<file path="src/rtl/imm_ext_pipe.sv">
// Immediate extender with a 2-entry (main + skid) output buffer; extension is done at accept time.
// Optional accepted-item counter on perf_cnt when IMM_EXT_PERF_EN is defined.
module imm_ext_pipe #(
   parameter int IN_W  = 16,
   parameter int OUT_W = 32,
   parameter int TAG_W = 5
) (
   input  logic             clk,
   input  logic             rst,
   input  logic             flush,
   input  logic             in_valid,
   output logic             in_ready,
   input  logic [IN_W-1:0]  in_imm,
   input  logic [1:0]       in_mode,
   input  logic [TAG_W-1:0] in_tag,
   output logic             out_valid,
   input  logic             out_ready,
   output logic [OUT_W-1:0] out_data,
   output logic [TAG_W-1:0] out_tag,
   output logic             out_neg
`ifdef IMM_EXT_PERF_EN
   ,
   output logic [15:0]      perf_cnt
`endif
);

   function automatic logic [OUT_W-1:0] extend(input logic [IN_W-1:0] imm, input logic [1:0] mode);
      logic [OUT_W-1:0] sext;
      sext = {{(OUT_W-IN_W){imm[IN_W-1]}}, imm};
      case (mode)
         2'b00:   extend = {{(OUT_W-IN_W){1'b0}}, imm};
         2'b01:   extend = sext;
         2'b10:   extend = {imm, {(OUT_W-IN_W){1'b0}}};
         default: extend = {sext[OUT_W-3:0], 2'b00};
      endcase
   endfunction

   logic [1:0]       cnt_q, cnt_d;
   logic [OUT_W-1:0] head_data_q, head_data_d;
   logic [TAG_W-1:0] head_tag_q, head_tag_d;
   logic [OUT_W-1:0] skid_data_q, skid_data_d;
   logic [TAG_W-1:0] skid_tag_q, skid_tag_d;
   logic             acc, xfer;
   logic [OUT_W-1:0] new_data;

   assign in_ready  = (cnt_q < 2'd2);
   assign out_valid = (cnt_q != 2'd0);
   assign acc       = in_valid && in_ready;
   assign xfer      = out_valid && out_ready;
   assign new_data  = extend(in_imm, in_mode);

   // Head register drives the outputs directly; it is zeroed whenever the buffer empties.
   assign out_data = head_data_q;
   assign out_tag  = head_tag_q;
   assign out_neg  = head_data_q[OUT_W-1];

   always_comb begin
      cnt_d       = cnt_q;
      head_data_d = head_data_q;
      head_tag_d  = head_tag_q;
      skid_data_d = skid_data_q;
      skid_tag_d  = skid_tag_q;
      if (flush) begin
         cnt_d       = 2'd0;
         head_data_d = '0;
         head_tag_d  = '0;
         skid_data_d = '0;
         skid_tag_d  = '0;
      end else begin
         case (cnt_q)
            2'd0: begin
               if (acc) begin
                  head_data_d = new_data;
                  head_tag_d  = in_tag;
                  cnt_d       = 2'd1;
               end
            end
            2'd1: begin
               if (acc && xfer) begin
                  head_data_d = new_data;
                  head_tag_d  = in_tag;
               end else if (acc) begin
                  skid_data_d = new_data;
                  skid_tag_d  = in_tag;
                  cnt_d       = 2'd2;
               end else if (xfer) begin
                  head_data_d = '0;
                  head_tag_d  = '0;
                  cnt_d       = 2'd0;
               end
            end
            2'd2: begin
               // in_ready is low here, so only a drain into the head can happen
               if (xfer) begin
                  head_data_d = skid_data_q;
                  head_tag_d  = skid_tag_q;
                  skid_data_d = '0;
                  skid_tag_d  = '0;
                  cnt_d       = 2'd1;
               end
            end
            default: cnt_d = 2'd0;
         endcase
      end
   end

   always_ff @(posedge clk) begin
      if (rst) begin
         cnt_q       <= 2'd0;
         head_data_q <= '0;
         head_tag_q  <= '0;
         skid_data_q <= '0;
         skid_tag_q  <= '0;
      end else begin
         cnt_q       <= cnt_d;
         head_data_q <= head_data_d;
         head_tag_q  <= head_tag_d;
         skid_data_q <= skid_data_d;
         skid_tag_q  <= skid_tag_d;
      end
   end

`ifdef IMM_EXT_PERF_EN
   logic [15:0] perf_q;

   // Counts every handshake, including one whose item a same-cycle flush discards.
   always_ff @(posedge clk) begin
      if (rst) begin
         perf_q <= '0;
      end else if (acc && (perf_q != 16'hFFFF)) begin
         perf_q <= perf_q + 16'd1;
      end
   end

   assign perf_cnt = perf_q;
`endif

endmodule

</file>
<file path="config.mk">
export PLATFORM = sky130hd
export DESIGN_NAME = imm_ext_pipe
export DESIGN_NICKNAME = d
export VERILOG_FILES = /design/src/rtl/imm_ext_pipe.sv
export SDC_FILE = /design/constraint.sdc
export NUM_CORES = 1
export LEC_CHECK = 0
export CAP_MARGIN = 40
export CORE_MARGIN = 3
export CORE_UTILIZATION = 42
export CTS_BUF_LIST = sky130_fd_sc_hd__clkbuf_2
export DETAILED_ROUTE_END_ITERATION = 8
export MAX_ROUTING_LAYER = met4
export PLACE_DENSITY_LB_ADDON = 0.3
export RECOVER_POWER = 25
export SYNTH_ARGS = -nofsm -noshare
export SYNTH_HDL_FRONTEND = slang
export SYNTH_SLANG_ARGS = --single-unit
</file>
<file path="constraint.sdc">
create_clock -name clk -period 6.2 [get_ports clk]
set_clock_uncertainty 0.15 [all_clocks]
set_input_delay 1.24 -clock clk [delete_from_list [all_inputs] [get_ports clk]]
set_output_delay 1.24 -clock clk [all_outputs]
set_load 0.01 [all_outputs]
</file>
---- Yosys cells after proc, flatten, opt, wreduce, memory -nomap -nowiden ----
Cells that the tools add are included.
cells by class
  muxes and demuxes ....................... 23
  equal/unequal tests ..................... 11
  order comparisons ....................... 1
  reduce and logical (&&, ||, !) cells .... 12
operator list
  kind                                                  number
  2-to-1 mux 32 bit                                     6
  one-hot mux 32 bit (3 select lines)                   2
  one-hot mux 32 bit (2 select lines)                   1
  2-to-1 mux 5 bit                                      6
  one-hot mux 5 bit (3 select lines)                    1
  2-to-1 mux 2 bit                                      5
  one-hot mux 5 bit (2 select lines)                    1
  != test 3 bit (second input constant)                 3
  != test 2 bit (second input constant)                 4
  AND reduction 4 bit                                   2
  one-hot mux 2 bit (3 select lines)                    1
  AND reduction 5 bit                                   1
  equality test 2 x 1 -> 1 bit (second input constant)  2
  equality test 2 bit (second input constant)           2
  zero test 2 bit                                       2
  nonzero test 2 bit                                    2
  logical AND 1 bit                                     3
  nonzero test 3 bit                                    1
  < comparator 2 bit (second input constant)            1
  OR reduction 2 bit                                    1
word-level totals
  register bits ........................... 76

---- Logic depth before layout (Yosys ltp) ----
Gate-level depths: netlist of the first run.
  depth after elaboration ................. 6
  gate-level depth with buffers ........... 8
  gate-level depth less buffers ........... 6

---- Least setup slack after synthesis of the first run ----
No wires, ideal clock.
  path type ............................... input-to-reg
  start point ............................. input in_valid
  end point ............................... register head_data_q[0], in the netlist out_data[0]
  library setup time ...................... 0.124 ns
  arrival time ............................ 2.180 ns
  path buffers ............................ 2
  stages .................................. 6
  slack ................................... 3.746 ns
  path through ............................ nand2b_4 -> a2111oi_4 -> or2_1 -> buf_4 -> buf_6 -> a21oi_1
between the ends
  cells in the longest elaborated chain, start to end .. 4
ends and longest elaborated chain
  item                                                                                         line  text
  start, declared                                                                              11    input logic in_valid,
  logical AND 1 bit (*)                                                                        48    assign acc = in_valid && in_ready;
  logical AND 1 bit                                                                            79    if (acc && xfer) begin
  != test 3 bit (no line) / 2-to-1 mux 32 bit (equally long branches)                          n/a
  AND reduction 5 bit (no line) / one-hot mux 32 bit (3 select lines) (equally long branches)  n/a
  end signal, assigned                                                                         116   head_data_q <= head_data_d;
  end, declared                                                                                39    logic [OUT_W-1:0] head_data_q, head_data_d;
Mark *: on every way between the ends. The rest lies on a longest branch, timed or not.
A chain may end at the register's enable or synchronous reset.

---- Worst setup path in the final report of the first run ----
  start point ............................. input in_valid
  end point ............................... register skid_data_q[29]
between the ends
  cells in the longest elaborated chain, start to end .. 4
ends and longest elaborated chain
  item                               line  text
  logical AND 1 bit (*)              48
  logical AND 1 bit                  79
  != test 2 bit (no line)            n/a
  AND reduction 4 bit (no line) (*)  n/a
  end signal, assigned               118   skid_data_q <= skid_data_d;
  end, declared                      41    logic [OUT_W-1:0] skid_data_q, skid_data_d;
Marks and branches as above.

==> impl_metrics.toml, run 1 <==
[finish]
final_cell_count_no_fill = 496
multi_input_area_um2 = 1780
antenna_cells = 0
fillCellCount = 781
fin_nets = 420
final_common_cell = "dfxtp_1"
regArea_um2 = 1520
drive_gt1_frac = 0.189
synthToLayoutAreaGrowth_pct = 21.2
mostFrequentLayoutCells = "dfxtp_1, clkdlybuf4s50_1, o31ai_1"

[cts]
cts_htree_levels = 3
clk_path_buf_depth = 2
clkTransAtPathRegs_ps = 190
clock_latency_ps = 510
cts_tree = "built"
cts_hold_buf = 0
cts.repair.resized = 0
ctsRootBufferMaster = "clkbuf_2"
cts_sinks = 76
cts_made_buffers = 9
post_cts_buffers = 0

[die]
start_util = 0.433
ios = 68
coreArea_um2 = 8260
die_w_um = 98.3
die_y_um = 98.3
rows = 33
dieArea_um2 = 9660

[synthesis]
synth-main-ff-cell = "dfxtp_1"
netlist_area_um2 = 3580
ys_types = 42
seq_area_frac_synth = 0.425
syn_inst = 336
syn_area_per_cell_um2 = 10.7
synth.net_count = 370
ys_ff_latch = 76
synthArstFlopShare = 0
synth_edf_count = 0
synth_warnings = 0

[worst_hold_path]
min_path_type = "flip-flop to flip-flop"
hold_depth = 1
min_to = "skid_data_q[31]"
hold_path.startpoint = "skid_data_q[31]"

[timing]
worst_pin_slew_ps = 1540
max_slew_margin = -0.0257
hold_violations = 0
worst_slack_ps = 2020
slew_violations = 20
holdWs_ps = 336
post-route-period-util = 0.674
max_freq_mhz = 239
final-setup-viol-count = 0
min_period_ps = 4180
rsz0062_at_grt = "false"
setup_tns_ps = 0

[grt]
overflow = 0
top_usage_layer = "met2"
use_met3 = 0.0314
grt_usage = 0.195
use_met1 = 0.274
antenna_found_initial = 0
first_global_vias = 2805
use_met2 = 0.282
grt_pass1_wl_mm = 14.9
grt_max_degree = 39

[drt]
firstDrtPassIters = 5
totalWireLength_mm = 9.07
wl_per_cell_um = 18.3
detail-route-antenna-nets = 0
vias_per_cell = 6.09
first_iter_violations = 233
vias = 3023
drc_errors = 0

[placed_design]
dp_cells = 480
post-dp-hpwl_mm = 5.84
dp_slack_ps = 2380
place_congestion = 0.782
portBuffers = 67

[outcome]
outcome = "finished, violations left"
violations = "max-capacitance violations, max-slew violations"

[setup_path]
critPathMaxFanout = 19
r2r_cells = 7
reg2reg_setup_slack_ps = 2460
worstReg2RegStart = "cnt_q[1]"
worstSetupPathType = "input port to flip-flop"
end_kind = "flip-flop"
critPathLaunchType = "input port"
cp.arrival_ps = 4480
crit_required_ps = 6500
reg2reg_to = "skid_data_q[29]"

[pwr]
total_power_mw = 1.05
p_leak_nw = 1.67
peakVddDrop_mv = 0.110
powerDensity_nw_per_um2 = 242

[run]
cap_violations = 1
==> state kept, by name (all words and copies together) (netlist names) <==
| register | flops |
|---|---|
| skid_tag_q | 5 |
| cnt_q | 2 |
| skid_data_q | 32 |
| out_data | 32 |
| out_tag | 5 |
==> per-stage QoR <==
step | utilization | cell area [um^2]
floorplan | - | 3580
global placement | 0.506 | 4180
detailed placement | 0.513 | 4240
CTS | 0.529 | 4370
global route | 0.525 | 4340
finish | 0.525 | 4340
==> critical path, stage by stage <==
cell and delay, ps:
dlygate4sd3_1 580, and2b_1 220, a31o_2 230, a21oi_1 1170
clkbuf_1 760, a22o_1 260
==> worst max-delay path by stage <==
stage                         from              end  slack, ps
after floorplan           in_valid      out_data[0]       3750
after global placement    in_valid     out_data[31]       2220
after detailed placement  in_valid     out_data[17]       2380
after CTS                 cnt_q[1]        out_valid       2840
after global routing      in_valid   skid_data_q[9]       1830
final                     in_valid  skid_data_q[29]       2020
==> final cells by class <==
cell class	instances	share of cell area
multi-input cells	219	0.411
flip-flops and latches	76	0.351
repair buffers	75	0.172
well taps	105	0.0303
clock inverters	7	0.0208
clock buffers	9	0.0104
inverters	5	0.00433
==> logic make-up (layout without fill, tap and decap cells) <==
group,count (synthesis),in the layout,share of synthesized area
flops,76,76,0.425
buf+inv,41,96,0.0752
simple gates,26,26,0.0444
compound gates,184,184,0.426
fa+ha+maj,6,6,0.0210
mux,3,3,0.00839
==> layer usage <==
layer  wire (um)  up-vias  share of wire
li1            -     1416              -
met1        4160     1469           0.46
met2        4160      120           0.46
met3         593       18          0.065
met4         151        0          0.017
met5           0        -              0
==> power by group <==
group	switching (mW)	internal, mW	total [mW]
Sequential	0.0117	0.509	0.521
Combinational	0.122	0.0988	0.221
Clock	0.176	0.132	0.309
Total	0.310	0.740	1.05
==> cells in the mapped netlist (all sizes together) (2+ instances only) <==
cell type | number | area [um^2]
nor2b | 2 | 12.5
and2 | 3 | 18.8
inv | 4 | 15.0
dfxtp | 76 | 1520
or2 | 2 | 12.5
a32o | 2 | 20.0
buf | 22 | 186
nor3 | 2 | 21.3
a32oi | 2 | 17.5
a21o | 14 | 105
a22o | 48 | 437
o21ai | 2 | 10.0
nand2b | 5 | 38.8
ha | 6 | 75.1
a21oi | 40 | 324
or3 | 2 | 12.5
clkbuf | 14 | 63.8
o31ai | 37 | 292
nor2 | 5 | 18.8
nand2 | 3 | 11.3
mux2i | 3 | 30.0
a22oi | 34 | 255
(Power assumes the default switching activity.)
==> run 2, diff against run 1 <==
- clock period: 6.2 -> 3.42 ns (I/O delays scaled with it)
==> run 2 against run 1 <==
Effect of this change:
- the run now ends clean
- global-route usage is 0.14 points lower
- register-to-register slack worse by 1700 ps
- critical path depth fell by 2
- combinational power up 78%
- cell count up 0.40%
- count of clock-buffer cells in the layout is 2 higher
- final area barely moved
- clock power grew 61%
- utilization is essentially flat
- power is 74% higher
- first-iteration DRC count shrank 27%
- via count shrank 3.2%
- largest cell class unchanged
==> impl_metrics.toml, run 2 (synthesis gave the netlist of run 1 again) <==
[setup_path]
cp-startpoint = "cnt_q[1]"
reg2reg_to = "out_data[0]"
end_kind = "primary output"
worstReg2RegStart = "cnt_q[1]"
worstSetupPathType = "flip-flop to primary output"
critPathLaunchType = "flip-flop"
cp.arrival_ps = 1940
endpoint = "out_valid"
crit_required_ps = 2590
reg2reg_setup_slack_ps = 810
critPathMaxFanout = 7
r2r_cells = 7

[drt]
drc_errors = 0
detail-route-antenna-nets = 0
firstDrtPassIters = 4
totalWireLength_mm = 8.87
vias_per_cell = 5.88
first_iter_violations = 170
vias = 2927
wl_per_cell_um = 17.8

[cts]
clkTransAtPathRegs_ps = 210
cts_made_buffers = 9
cts_hold_buf = 0
ctsRootBufferMaster = "clkbuf_2"
clock_latency_ps = 500
cts.repair.resized = 0
cts_htree_levels = 3
cts_sinks = 76
post_cts_buffers = 0
cts_tree = "built"
clk_path_buf_depth = 2

[finish]
multi_input_area_um2 = 1790
final_cell_area_um2 = 4340
antenna_cells = 0
synthToLayoutAreaGrowth_pct = 21.2
regArea_um2 = 1520
fin_nets = 422
drive_gt1_frac = 0.201
mostFrequentLayoutCells = "dfxtp_1, clkdlybuf4s50_1, o31ai_1"
fillCellCount = 757
final_common_cell = "dfxtp_1"

[pwr]
peakVddDrop_mv = 0.265
powerDensity_nw_per_um2 = 422
p_leak_nw = 1.73

[placed_design]
post-dp-hpwl_mm = 5.80
dpl_cell_area_um2 = 4220
portBuffers = 67
place_congestion = 0.837

[die]
start_util = 0.433
die_w_um = 98.3
dieArea_um2 = 9660
ios = 68
coreArea_um2 = 8260
die_y_um = 98.3
rows = 33

[timing]
rsz0062_at_grt = "false"
hold_violations = 0
worst_pin_slew_ps = 794
post-route-period-util = 0.811
final-setup-viol-count = 0
setup_tns_ps = 0
min_period_ps = 2770
max_freq_mhz = 361
slew_violations = 0
max_slew_margin = 0.471

[grt]
overflow = 0
grt_pass1_wl_mm = 15.0
first_global_vias = 2833
grt_max_degree = 38
antenna_found_initial = 0
grt_usage = 0.194

[worst_hold_path]
min_path_type = "flip-flop to flip-flop"

[outcome]
outcome = "finished clean"

[run]
cap_violations = 0
==> run 2: worst min path at each step <==
| stage | end | depth (start not counted) | startpoint | slack (ps) |
|---|---|---|---|---|
| after floorplan | skid_data_q[31] | 1 | skid_data_q[31] | 280 |
| after global placement | skid_data_q[1] | 1 | skid_data_q[1] | 300 |
| after detailed placement | skid_data_q[1] | 1 | skid_data_q[1] | 310 |
| after CTS | skid_data_q[31] | 1 | skid_data_q[31] | 340 |
| after global routing | skid_data_q[31] | 1 | skid_data_q[31] | 370 |
| final | skid_data_q[31] | 1 | skid_data_q[31] | 340 |
==> run 2: cell type report <==
type | instances | share of cell area
inverters | 5 | 0.00433
well taps | 105 | 0.0303
flip-flops and latches | 76 | 0.351
repair buffers | 77 | 0.174
clock inverters | 5 | 0.0141
multi-input cells | 219 | 0.413
clock buffers | 11 | 0.0127
==> run 2: through the flow <==
| stage | utilization | setup slack, ps | hold WS (ps) | total power [mW] | cells |
|---|---|---|---|---|---|
| after floorplan | - | 1430 | 282 | 1.22 | 336 |
| after global placement | 0.511 | 705 | 299 | 1.36 | 482 |
| after detailed placement | 0.511 | 691 | 306 | 1.36 | 482 |
| after CTS | 0.525 | 584 | 342 | 1.86 | 498 |
| after global routing | 0.525 | 468 | 373 | 1.92 | 498 |
| final | 0.525 | 647 | 341 | 1.83 | 498 |
==> run 2: worst max-delay path: stages, from the launching register on <==
cell and delay [ps]:
dfxtp_1 500, inv_1 130, ha_1 230, inv_1 60
clkdlybuf4s50_1 520
==> run 2: power by group <==
part	switching, mW	internal, mW
registers	0.0188	0.923
clock network	0.320	0.177
logic	0.221	0.173
==> run 2: routing by layer <==
metal / up-vias / share of wire / GRT usage
met2: 91 / 0.45 / 0.283
met1: 1411 / 0.48 / 0.265
li1: 1413 / - / -
met3: 12 / 0.051 / 0.0521
met4: 0 / 0.017 / 0.0536
met5: - / 0 / -
